<file path="src/rtl/alu_issue_stage.sv">
// ALU issue stage: field decode, output register plus one-entry skid buffer.
// Optional illegal-encoding detection is enabled by defining ALU_ISSUE_ILLEGAL_DET_EN.
module alu_issue_stage (
  input  logic        clk,
  input  logic        rst,
  input  logic        in_valid,
  output logic        in_ready,
  input  logic [6:0]  opcode,
  input  logic [2:0]  func3,
  input  logic [6:0]  func7,
  input  logic [31:0] rs1,
  input  logic [31:0] rs2,
  input  logic [31:0] imm_out,
  input  logic        flush,
  output logic        out_valid,
  input  logic        out_ready,
  output logic [31:0] ex_rs1,
  output logic [31:0] ex_rs2,
  output logic [31:0] ex_imm,
  output logic [6:0]  ex_opcode,
  output logic [2:0]  ex_func3,
  output logic [6:0]  ex_func7,
  output logic [3:0]  alu_ctrl,
  output logic        ex_alu_src,
  output logic        illegal
);

  typedef struct packed {
    logic [31:0] rs1;
    logic [31:0] rs2;
    logic [31:0] imm;
    logic [6:0]  opcode;
    logic [2:0]  func3;
    logic [6:0]  func7;
    logic [3:0]  ctrl;
    logic        src;
    logic        ill;
  } ent_t;

  localparam logic [6:0] OP_R   = 7'b0110011;
  localparam logic [6:0] OP_I   = 7'b0010011;
  localparam logic [6:0] OP_LD  = 7'b0000011;
  localparam logic [6:0] OP_ST  = 7'b0100011;
  localparam logic [6:0] OP_JLR = 7'b1100111;
  localparam logic [6:0] OP_JAL = 7'b1101111;
  localparam logic [6:0] OP_AUI = 7'b0010111;
  localparam logic [6:0] OP_LUI = 7'b0110111;
  localparam logic [6:0] OP_BR  = 7'b1100011;
  localparam logic [6:0] F7_ALT = 7'b0100000;

  ent_t dec;
  logic alt;
  logic f7_ok;

  always_comb begin
`ifdef ALU_ISSUE_ILLEGAL_DET_EN
    alt = (func7 == F7_ALT);
`else
    alt = func7[5];
`endif
    f7_ok = (func7 == 7'b0) || (func7 == F7_ALT);
    dec = '0;
    dec.rs1 = rs1;
    dec.rs2 = rs2;
    dec.imm = imm_out;
    dec.opcode = opcode;
    dec.func3 = func3;
    dec.func7 = func7;
    unique case (func3)
      3'b000: dec.ctrl = (alt && opcode == OP_R) ? 4'b0001 : 4'b0000;
      3'b001: dec.ctrl = 4'b0101;
      3'b010: dec.ctrl = 4'b1000;
      3'b011: dec.ctrl = 4'b1001;
      3'b100: dec.ctrl = 4'b0100;
      3'b101: dec.ctrl = alt ? 4'b0111 : 4'b0110;
      3'b110: dec.ctrl = 4'b0011;
      3'b111: dec.ctrl = 4'b0010;
      default: dec.ctrl = 4'b0000;
    endcase
    // Non-ALU-format opcodes override the func3 map
    case (opcode)
      OP_R: begin
        dec.src = 1'b0;
        dec.ill = !f7_ok ||
          (func7 == F7_ALT && func3 != 3'b000 && func3 != 3'b101);
      end
      OP_I: begin
        dec.src = 1'b1;
        dec.ill = (func3 == 3'b001 || func3 == 3'b101) && !f7_ok;
      end
      OP_LD, OP_ST, OP_JLR, OP_JAL, OP_AUI, OP_LUI: begin
        dec.ctrl = 4'b0000;
        dec.src = 1'b1;
      end
      OP_BR: begin
        dec.ctrl = 4'b0001;
        dec.src = 1'b0;
      end
      default: begin
        dec.ctrl = 4'b0000;
        dec.src = 1'b0;
        dec.ill = 1'b1;
      end
    endcase
`ifndef ALU_ISSUE_ILLEGAL_DET_EN
    dec.ill = 1'b0;
`endif
  end

  ent_t out_q, out_d, skid_q, skid_d;
  logic out_valid_q, out_valid_d;
  logic skid_valid_q, skid_valid_d;
  logic accept, fire;

  assign in_ready = !skid_valid_q;
  assign accept = in_valid && in_ready;
  assign fire = out_valid_q && out_ready;

  always_comb begin
    out_d = out_q;
    skid_d = skid_q;
    out_valid_d = out_valid_q;
    skid_valid_d = skid_valid_q;
    if (flush) begin
      out_valid_d = 1'b0;
      skid_valid_d = 1'b0;
    end else if (fire || !out_valid_q) begin
      if (skid_valid_q) begin
        out_d = skid_q;
        out_valid_d = 1'b1;
        skid_valid_d = 1'b0;
      end else if (accept) begin
        out_d = dec;
        out_valid_d = 1'b1;
      end else begin
        out_valid_d = 1'b0;
      end
    end else if (accept) begin
      skid_d = dec;
      skid_valid_d = 1'b1;
    end
  end

  always_ff @(posedge clk or posedge rst) begin
    if (rst) begin
      out_q <= '0;
      skid_q <= '0;
      out_valid_q <= 1'b0;
      skid_valid_q <= 1'b0;
    end else begin
      out_q <= out_d;
      skid_q <= skid_d;
      out_valid_q <= out_valid_d;
      skid_valid_q <= skid_valid_d;
    end
  end

  assign out_valid = out_valid_q;
  assign ex_rs1 = out_q.rs1;
  assign ex_rs2 = out_q.rs2;
  assign ex_imm = out_q.imm;
  assign ex_opcode = out_q.opcode;
  assign ex_func3 = out_q.func3;
  assign ex_func7 = out_q.func7;
  assign alu_ctrl = out_q.ctrl;
  assign ex_alu_src = out_q.src;
  assign illegal = out_q.ill;

endmodule

</file>
<file path="config.mk">
export PLATFORM = sky130hd
export DESIGN_NAME = alu_issue_stage
export DESIGN_NICKNAME = d
export VERILOG_FILES = /design/src/rtl/alu_issue_stage.sv
export SDC_FILE = /design/constraint.sdc
export NUM_CORES = 1
export LEC_CHECK = 0
export ABC_CLOCK_PERIOD_IN_PS = 7600
export CORE_ASPECT_RATIO = 1.5
export CORE_UTILIZATION = 45
export CTS_CLUSTER_SIZE = 8
export DETAILED_ROUTE_END_ITERATION = 12
export PLACE_DENSITY = 0.83
export SYNTH_ARGS = -nofsm -noshare
export SYNTH_HDL_FRONTEND = slang
export SYNTH_SLANG_ARGS = --single-unit
</file>
<file path="constraint.sdc">
create_clock -name clk -period 7.6 [get_ports clk]
set_clock_uncertainty 0.15 [all_clocks]
set_input_delay 1.52 -clock clk [delete_from_list [all_inputs] [get_ports clk]]
set_output_delay 1.52 -clock clk [all_outputs]
set_load 0.05 [all_outputs]
</file>
=== Word-level counts from Yosys, hierarchy flattened ===
Index checks and enable logic that the tools add are counted.

* Bits of input ports: 118
* Bits in registers: 239
* Word-level logic and storage cells: 65

* Equal/unequal tests: 16
* Multiplexer cells: 14
* Reduce and logical (&&, ||, !) cells: 14
* Bitwise gates (word level): 2

{| class="wikitable"
|+ Operator list
! cell !! count
|-
| 119-bit 2-to-1 mux || 2
|-
| 4-bit one-hot mux with 8 select lines || 1
|-
| 7-bit by 6-bit == test with 1-bit output, second input constant || 3
|-
| 7-bit == test, second input constant || 3
|-
| 7-bit by 5-bit == test with 1-bit output, second input constant || 2
|-
| 3-bit == test, second input constant || 4
|-
| 1-bit 2-to-1 mux || 10
|-
| 4-bit one-hot mux with 2 select lines || 1
|-
| 7-bit by 2-bit == test with 1-bit output, second input constant || 1
|-
| 7-bit OR reduction || 1
|-
| 3-bit by 2-bit == test with 1-bit output, second input constant || 2
|-
| 3-bit AND reduction || 2
|-
| 2-bit nonzero test || 2
|-
| 3-bit by 1-bit == test with 1-bit output, second input constant || 1
|-
| 1-bit logical AND || 3
|-
| 3-bit logical NOT || 1
|-
| 3-bit nonzero test || 1
|-
| 1-bit logical NOT || 2
|-
| 1-bit NOT || 2
|-
| 2-bit OR reduction || 1
|-
| 1-bit logical OR || 1
|}

=== Depth between registers and ports, before layout ===
Gate-level depths: netlist of run 1.

* Depth after elaboration: 7
* Mapped depth: 8

=== Worst setup path before layout of run 1 ===
OpenSTA, ideal clock, no wires.

* Path type: in2reg
* From: input out_ready
* To: register skid_q[100] (netlist name)
* Arrival time: 2.552 ns
* Required time: 7.325 ns
* Cell stages on the path: 5
* Setup time: 0.125 ns
* Buffers on the path: 2
* Slack: 4.773 ns
* Cells stage by stage: and2b_1 -> nand4_2 -> buf_4 -> buf_2 -> mux2_2

* Longest elaborated chain between the ends: 4

{| class="wikitable"
|+ RTL lines
! what !! line !! text
|-
| start, declared || 16 || <nowiki>input logic out_ready,</nowiki>
|-
| 1-bit logical AND || 117 || <nowiki>assign fire = out_valid_q && out_ready;</nowiki>
|-
| 1-bit logical OR || 127 || <nowiki>end else if (fire || !out_valid_q) begin</nowiki>
|-
| 1-bit NOT (no source line) || -- ||
|-
| 3-bit AND reduction (no source line) || -- ||
|-
| end signal, assigned || 152 || <nowiki>skid_q <= skid_d;</nowiki>
|-
| end, declared || 110 || <nowiki>ent_t out_q, out_d, skid_q, skid_d;</nowiki>
|}

Every way passes these cells.
A chain may end at the register's enable or synchronous reset.

=== Final worst setup path of run 1 ===
* From: register skid_valid_q
* To: output in_ready

* Longest elaborated chain between the ends: 1

{| class="wikitable"
|+ RTL lines
! what !! line !! text
|-
| start, declared || 112 || <nowiki>logic skid_valid_q, skid_valid_d;</nowiki>
|-
| start signal, assigned || 154 || <nowiki>skid_valid_q <= skid_valid_d;</nowiki>
|-
| 1-bit logical NOT || 115 || <nowiki>assign in_ready = !skid_valid_q;</nowiki>
|-
| end, declared || 7 || <nowiki>output logic in_ready,</nowiki>
|}

Every way passes these cells.

==> load_flow_metrics.sql, run 1 <==
INSERT INTO impl_metrics (metric_group, metric, value, unit) VALUES
('power', 'power_frac_seq', '0.414', ''),
('synth', 'synthDistinctLibCells', '37', ''),
('clock_network', 'cts_made_buffers', '35', ''),
('synth', 'yosys_register_bits', '238', ''),
('placement', 'dpl-instance-area', '12600', 'µm²'),
('floorplan', 'initial_core_util', '0.460', ''),
('synth', 'mean_area_per_synthesized_cell', '12.4', 'µm²'),
('floorplan', 'die_width', '124', 'µm'),
('global_route', 'vias_in_the_first_global_route', '7322', ''),
('timing', 'finalMaxSlewViolations', '0', ''),
('timing', 'tightestPinTransition', '1060', 'ps'),
('clock_network', 'cts_max_path_buffers', '3', ''),
('global_route', 'globalRouteTotalUtil', '0.200', ''),
('drt', 'dr.pass1.iters', '4', ''),
('floorplan', 'coreArea', '21800', 'µm²'),
('synth', 'synth-seq-area-share', '0.594', ''),
('placement', 'gp_congestion', '0.761', ''),
('global_route', 'leftover_overflow_at_the_end_of_global_routing', '0', ''),
('drt', 'drtAntennaViolNets', '0', ''),
('drt', 'route.detailed.vias_per_inst', '5.30', ''),
('global_route', 'global_route_wire_length_before_repair', '35700', 'µm'),
('finish', 'post_route_cells_drive_above_1_share', '0.160', ''),
('synth', 'synth.net_count', '924', ''),
('worst_hold_path', 'min-delay-path-class', 'register to register', ''),
('clock_network', 'htreeDepth', '2', ''),
('power', 'static-leakage-power', '5.46', 'nW'),
('power', 'peakVddDrop', '182', 'µV'),
('placement', 'dp_worst_setup_slack', '3590', 'ps'),
('clock_network', 'worst_setup_hold_path_clk_slew', '50', 'ps'),
('timing', 'setup_ws', '3770', 'ps'),
('floorplan', 'num_rows', '66', ''),
('drt', 'post-route-drc-count', '0', ''),
('timing', 'timing.setup.tns', '0', 'ps'),
('floorplan', 'chipHeight', '185', 'µm'),
('drt', 'route.vias.total', '6938', ''),
('outcome', 'outcome', 'finished, final reports clean', ''),
('drt', 'detailedRoute.firstIterationViolations', '301', ''),
('clock_network', 'cts.hold.buffers_added', '0', ''),
('floorplan', 'floorplan.die_area', '22900', 'µm²'),
('power', 'power_frac_clock', '0.335', ''),
('global_route', 'largest_net_degree_at_the_start_of_global_routing', '236', ''),
('global_route', 'grt_antenna_before_repair', '0', ''),
('timing', 'finalSetupViolCount', '0', ''),
('clock_network', 'cts_tree', 'done', ''),
('synth', 'top_cell_type_by_total_area_after_synthesis', 'dfrtp_1', ''),
('critical_path', 'timing.critical_path.fanout_max', '27', ''),
('critical_path', 'timing.critical_path.required', '5930', 'ps'),
('critical_path', 'type_of_element_capturing_the_critical_path', 'output port', ''),
('clock_network', 'post_cts_buffers', '0', ''),
('power', 'powerDensity', '299', 'nW/µm²'),
('clock_network', 'tritoncts_num_sinks', '238', ''),
('clock_network', 'number_of_gates_resized_after_cts', '0', ''),
('synth', 'synth_area_leaders', 'dfrtp_1, mux2_2, mux2i_1', ''),
('power', 'p_int', '0.00280', 'W'),
('drt', 'wirelength', '22500', 'µm'),
('floorplan', 'number_of_i_o_pins', '239', ''),
('power', 'power', '0.00403', 'W'),
('finish', 'layout.cell_area.non_filler', '13500', 'µm²'),
('finish', 'num-nets-final', '1150', ''),
('critical_path', 'critical_path_class', 'register to output port', ''),
('power', 'power.net_switching', '0.00123', 'W'),
('timing', 'finalHoldViolations', '0', ''),
('job', 'max_cap_viol_count', '0', ''),
('drt', 'wire_per_inst', '17.2', 'µm'),
('finish', 'area_growth_syn_to_layout', '34.7', '%'),
('synth', 'warnings_from_yosys', '0', ''),
('timing', 'grt_setup_unrepaired', 'false', ''),
('timing', 'timing.final.crit_share', '0.504', ''),
('worst_hold_path', 'min-delay-start', 'skid_q[5]', ''),
('critical_path', 'crit_path_start', 'skid_valid_q', ''),
('synth', 'syn_inst', '806', ''),
('timing', 'timing.max_slew.rel_slack', '0.295', ''),
('critical_path', 'kind_of_start_point_of_the_critical_path', 'register', ''),
('power', 'power.share.combinational', '0.251', ''),
('placement', 'post-dp-hpwl', '14000', 'µm'),
('timing', 'maxClockFrequency', '261', 'MHz'),
('critical_path', 'r2r-start', 'skid_valid_q', ''),
('timing', 'final.min_clock_period', '3830', 'ps'),
('synth', 'synth_top_area_frac', '0.594', ''),
('power', 'switching_share', '0.306', ''),
('placement', 'port-buffer-count', '237', ''),
('clock_network', 'cell_at_the_root_of_the_clock_tree', 'clkbuf_16', ''),
('critical_path', 'critical_path_arrival', '2160', 'ps'),
('synth', 'synth_area', '10000', 'µm²'),
('clock_network', 'clkLatencyLatePin', '480', 'ps');
==> through the flow <==
stage / cells / util / hold WS (ps)
3_3_place_gp: 1267 / 0.576 / 306
2_1_floorplan: 806 / - / 294
5_1_grt: 1306 / 0.619 / 359
6_report: 1308 / 0.619 / 324
4_1_cts: 1306 / 0.619 / 329
3_5_place_dp: 1267 / 0.576 / 317
==> critical path, stage by stage, from the launching register on <==
cell and delay [ps]:
dfrtp_4 670, inv_1 190, clkdlybuf4s50_1 820
==> metal layers <==
| layer | wire (µm) | GRT usage |
|---|---|---|
| met4 | 670 | 0.0882 |
| met3 | 1200 | 0.0403 |
| met2 | 11800 | 0.345 |
| met1 | 8790 | 0.237 |
| met5 | 0 | 0 |
==> layout by cell type (no fill, tap or decap), types with 2 or more instances in the layout <==
master,n
nand2_1,12
o31ai_1,3
dfrtp_1,237
nor2_1,119
a31oi_1,2
a21oi_1,115
clkdlybuf4s50_1,237
mux2i_1,114
nand3b_1,3
nor3b_1,2
buf_12,2
diode_2,2
and2b_1,2
o21ai_0,3
mux2_2,111
clkbuf_16,37
inv_1,5
buf_4,5
==> layout make-up <==
| type | instances | area (µm²) |
|---|---|---|
| well taps | 272 | 340 |
| repair buffers | 244 | 2450 |
| multi-input cells | 507 | 3780 |
| diodes | 2 | 5.00 |
| flip-flops and latches | 238 | 5960 |
| clock buffers | 39 | 943 |
| inverters | 6 | 26.3 |
| fillers | 1697 | 8300 |
==> sequential cells by signal, indices dropped and copies added, names as in the netlist, 3 cells and up <==
signal     count
ex_func7       7
ex_rs2        32
ex_rs1        32
ex_func3       3
ex_opcode      7
alu_ctrl       4
ex_imm        32
skid_q       118
==> cell usage after synthesis (all sizes together) <==
cell / number
a21oi: 115
a221oi: 1
a31oi: 3
a32oi: 1
and2b: 2
and3b: 1
buf: 42
clkbuf: 13
conb: 1
dfrtp: 238
inv: 6
mux2: 111
mux2i: 114
nand2: 12
nand2b: 2
nand3b: 3
nand4: 1
nand4bb: 2
nor2: 119
nor3: 2
nor3b: 2
o2111ai: 1
o21a: 1
o21ai: 3
o311ai: 1
o31ai: 3
o41ai: 2
or2b: 1
or3: 1
or4: 2
==> power groups by stage <==
stage	sequential, W	clock [W]	combinational (W)
final	0.00167	0.00135	0.00101
after global routing	0.00170	0.00144	0.00108
after CTS	0.00167	0.00139	0.00102
after detailed placement	0.00169	0	0.00102
after global placement	0.00167	0	0.000996
after floorplan	0.00202	0	0.000311
==> worst paths after layout <==
kind	cells past startpoint	end	slack, ps
worst min register to register	2	skid_q[5]	320
min in group asynchronous	3	skid_q[74]	1480
worst max-delay path	2	in_ready	3770
worst min-delay path	2	skid_q[5]	320
worst max register to register	5	ex_alu_src	4890
max in group asynchronous	4	skid_q[83]	4320
==> cells by family after synthesis <==
logic type / after synthesis / synth area share
muxes: 225 / 0.238
other: 1 / 0.000374
buffers and inverters: 61 / 0.0302
and+or+nand+nor: 150 / 0.0665
DFF: 238 / 0.594
AOI/OAI and AO/OA: 131 / 0.0704
No activity file was read; power rests on OpenSTA's default activity.
==> run 2: changes to the inputs <==
Settings changed: ABC_CLOCK_PERIOD_IN_PS 7600 to 3500.
Clock period 7.6 ns to 3.5 ns, I/O delays scaled along.
==> run 2 against run 1 <==
  * Register-to-register slack worse by 3600 ps
  * Critical endpoint unchanged
  * Sequential share of layout area down 0.24 points
  * Non-clock buffer count up 3
  * Critical path type unchanged
  * Largest power group unchanged
  * Largest cell class unchanged
==> load_flow_metrics.sql, run 2 (synthesis gave the netlist of run 1 again) <==
INSERT INTO impl_metrics (metric_group, metric, value, unit) VALUES
('timing', 'finalMaxSlewViolations', '0', ''),
('power', 'power', '0.00878', 'W'),
('floorplan', 'number_of_i_o_pins', '239', ''),
('finish', 'largest_register_ff_count', '118', ''),
('timing', 'maxClockFrequency', '351', 'MHz'),
('drt', 'drtAntennaViolNets', '0', ''),
('drt', 'detailedRoute.firstIterationViolations', '315', ''),
('placement', 'gp_congestion', '0.740', ''),
('global_route', 'vias_in_the_first_global_route', '7467', ''),
('job', 'max_cap_viol_count', '0', ''),
('floorplan', 'num_rows', '66', ''),
('worst_hold_path', 'min-delay-path-class', 'register to register', ''),
('drt', 'wire_per_inst', '17.3', 'µm'),
('global_route', 'grt_antenna_before_repair', '3', ''),
('clock_network', 'cts_tree', 'done', ''),
('global_route', 'leftover_overflow_at_the_end_of_global_routing', '0', ''),
('critical_path', 'type_of_element_capturing_the_critical_path', 'output port', ''),
('critical_path', 'rrSetupSlack', '1320', 'ps'),
('finish', 'post_route_cells_drive_above_1_share', '0.162', ''),
('critical_path', 'worst_path_largest_cell_delay', '810', 'ps'),
('timing', 'finalSetupViolCount', '0', ''),
('critical_path', 'timing.critical_path.cells', 'inv_1, clkdlybuf4s50_1', ''),
('finish', 'num-nets-final', '1153', ''),
('finish', 'layout.filler_cells', '1699', ''),
('timing', 'finalHoldViolations', '0', ''),
('clock_network', 'cts.hold.buffers_added', '0', ''),
('power', 'peakVddDrop', '421', 'µV'),
('clock_network', 'tritoncts_num_sinks', '238', ''),
('finish', 'post_route_core_utilization', '0.623', ''),
('global_route', 'largest_net_degree_at_the_start_of_global_routing', '146', ''),
('floorplan', 'initial_core_util', '0.460', ''),
('clock_network', 'post_cts_buffers', '0', ''),
('finish', 'highest_count_cells_in_the_layout_ignoring_fill_and_taps', 'dfrtp_1, clkdlybuf4s50_1, nor2_1', ''),
('finish', 'area_growth_syn_to_layout', '35.5', '%'),
('placement', 'placed_cells_incl_taps', '1270', ''),
('critical_path', 'critical_path_arrival', '2000', 'ps'),
('global_route', 'globalRouteTotalUtil', '0.204', ''),
('global_route', 'global_route_wire_length_before_repair', '36500', 'µm'),
('clock_network', 'htreeDepth', '2', ''),
('drt', 'wirelength', '22700', 'µm'),
('drt', 'dr.pass1.iters', '4', ''),
('clock_network', 'number_of_gates_resized_after_cts', '0', ''),
('floorplan', 'chipHeight', '185', 'µm'),
('drt', 'route.vias.total', '6947', ''),
('timing', 'timing.max_slew.rel_slack', '0.316', ''),
('timing', 'tightestPinTransition', '1030', 'ps'),
('finish', 'largest-register', 'skid_q', ''),
('timing', 'grt_setup_unrepaired', 'false', ''),
('floorplan', 'coreArea', '21800', 'µm²'),
('critical_path', 'kind_of_start_point_of_the_critical_path', 'register', ''),
('finish', 'post_layout_nonfiller_instances', '1312', ''),
('critical_path', 'timing.critical_path.fanout_max', '12', ''),
('power', 'static-leakage-power', '5.50', 'nW'),
('critical_path', 'crit_slowest_cell', 'clkdlybuf4s50_1', ''),
('clock_network', 'clkLatencyLatePin', '480', 'ps'),
('timing', 'timing.final.crit_share', '0.813', ''),
('critical_path', 'critical_path_class', 'register to output port', ''),
('floorplan', 'die_width', '124', 'µm'),
('floorplan', 'floorplan.die_area', '22900', 'µm²'),
('clock_network', 'worst_setup_hold_path_clk_slew', '50', 'ps'),
('placement', 'post-dp-hpwl', '14800', 'µm'),
('drt', 'post-route-drc-count', '0', ''),
('drt', 'route.detailed.vias_per_inst', '5.29', ''),
('power', 'powerDensity', '647', 'nW/µm²'),
('clock_network', 'cts_made_buffers', '35', ''),
('clock_network', 'cell_at_the_root_of_the_clock_tree', 'clkbuf_16', ''),
('placement', 'port-buffer-count', '237', ''),
('outcome', 'outcome', 'finished, final reports clean', ''),
('critical_path', 'timing.critical_path.required', '2650', 'ps'),
('timing', 'hold_ws', '325', 'ps'),
('clock_network', 'cts_max_path_buffers', '3', ''),
('timing', 'final.min_clock_period', '2850', 'ps');
run 2: cell count changes in the layout (fill, tap and decap cells not counted), sizes merged:
cell   previous run  this run
buf               7        10
diode             2         3
run 2: path summary, 6_finish.rpt:
| kind | startpoint | end | cells past startpoint |
|---|---|---|---|
| worst max-delay path | skid_valid_q | in_ready | 2 |
| max in group asynchronous | rst | skid_q[37] | 3 |
| worst max register to register | skid_valid_q | alu_ctrl[0] | 4 |
| worst min register to register | skid_q[1] | skid_q[1] | 2 |
| min in group asynchronous | rst | ex_func7[3] | 3 |
| worst min-delay path | skid_q[1] | skid_q[1] | 2 |
run 2: power breakdown:
group	switching [W]	leakage [nW]	internal, W	total [W]
combinational	0.00131	2.26	0.000903	0.00221
sequential	0.000311	2.78	0.00332	0.00363
clock	0.00107	0.464	0.00186	0.00294
total	0.00269	5.50	0.00609	0.00878
run 2: stage by stage:
step	setup TNS, ps	worst slack (ps)	area, µm²
global route	0	566	13600
finish	0	653	13600
global placement	0	717	12600
detailed placement	0	640	12600
CTS	0	622	13600
floorplan	-111830	-470	10000
run 2: cell type report:
cell class | count | area (µm²) | share of cell area
well taps | 272 | 340 | 0.0251
clock buffers | 39 | 943 | 0.0695
repair buffers | 247 | 2520 | 0.186
diodes | 3 | 7.51 | 0.000553
multi-input cells | 507 | 3780 | 0.278
inverters | 6 | 26.3 | 0.00193
flip-flops and latches | 238 | 5960 | 0.439
run 2: per-layer routing:
layer,up-vias,track usage,share of wire
li1,3258,-,-
met1,3430,0.233,0.39
met2,203,0.360,0.53
met3,54,0.0379,0.049
met4,2,0.0983,0.035
met5,-,0,0.00049
run 2: critical path, delay by kind of cell (launching register included):
kind / cells / cell delay (ps)
flip-flops: 1 / 570
buffers and inverters: 2 / 950
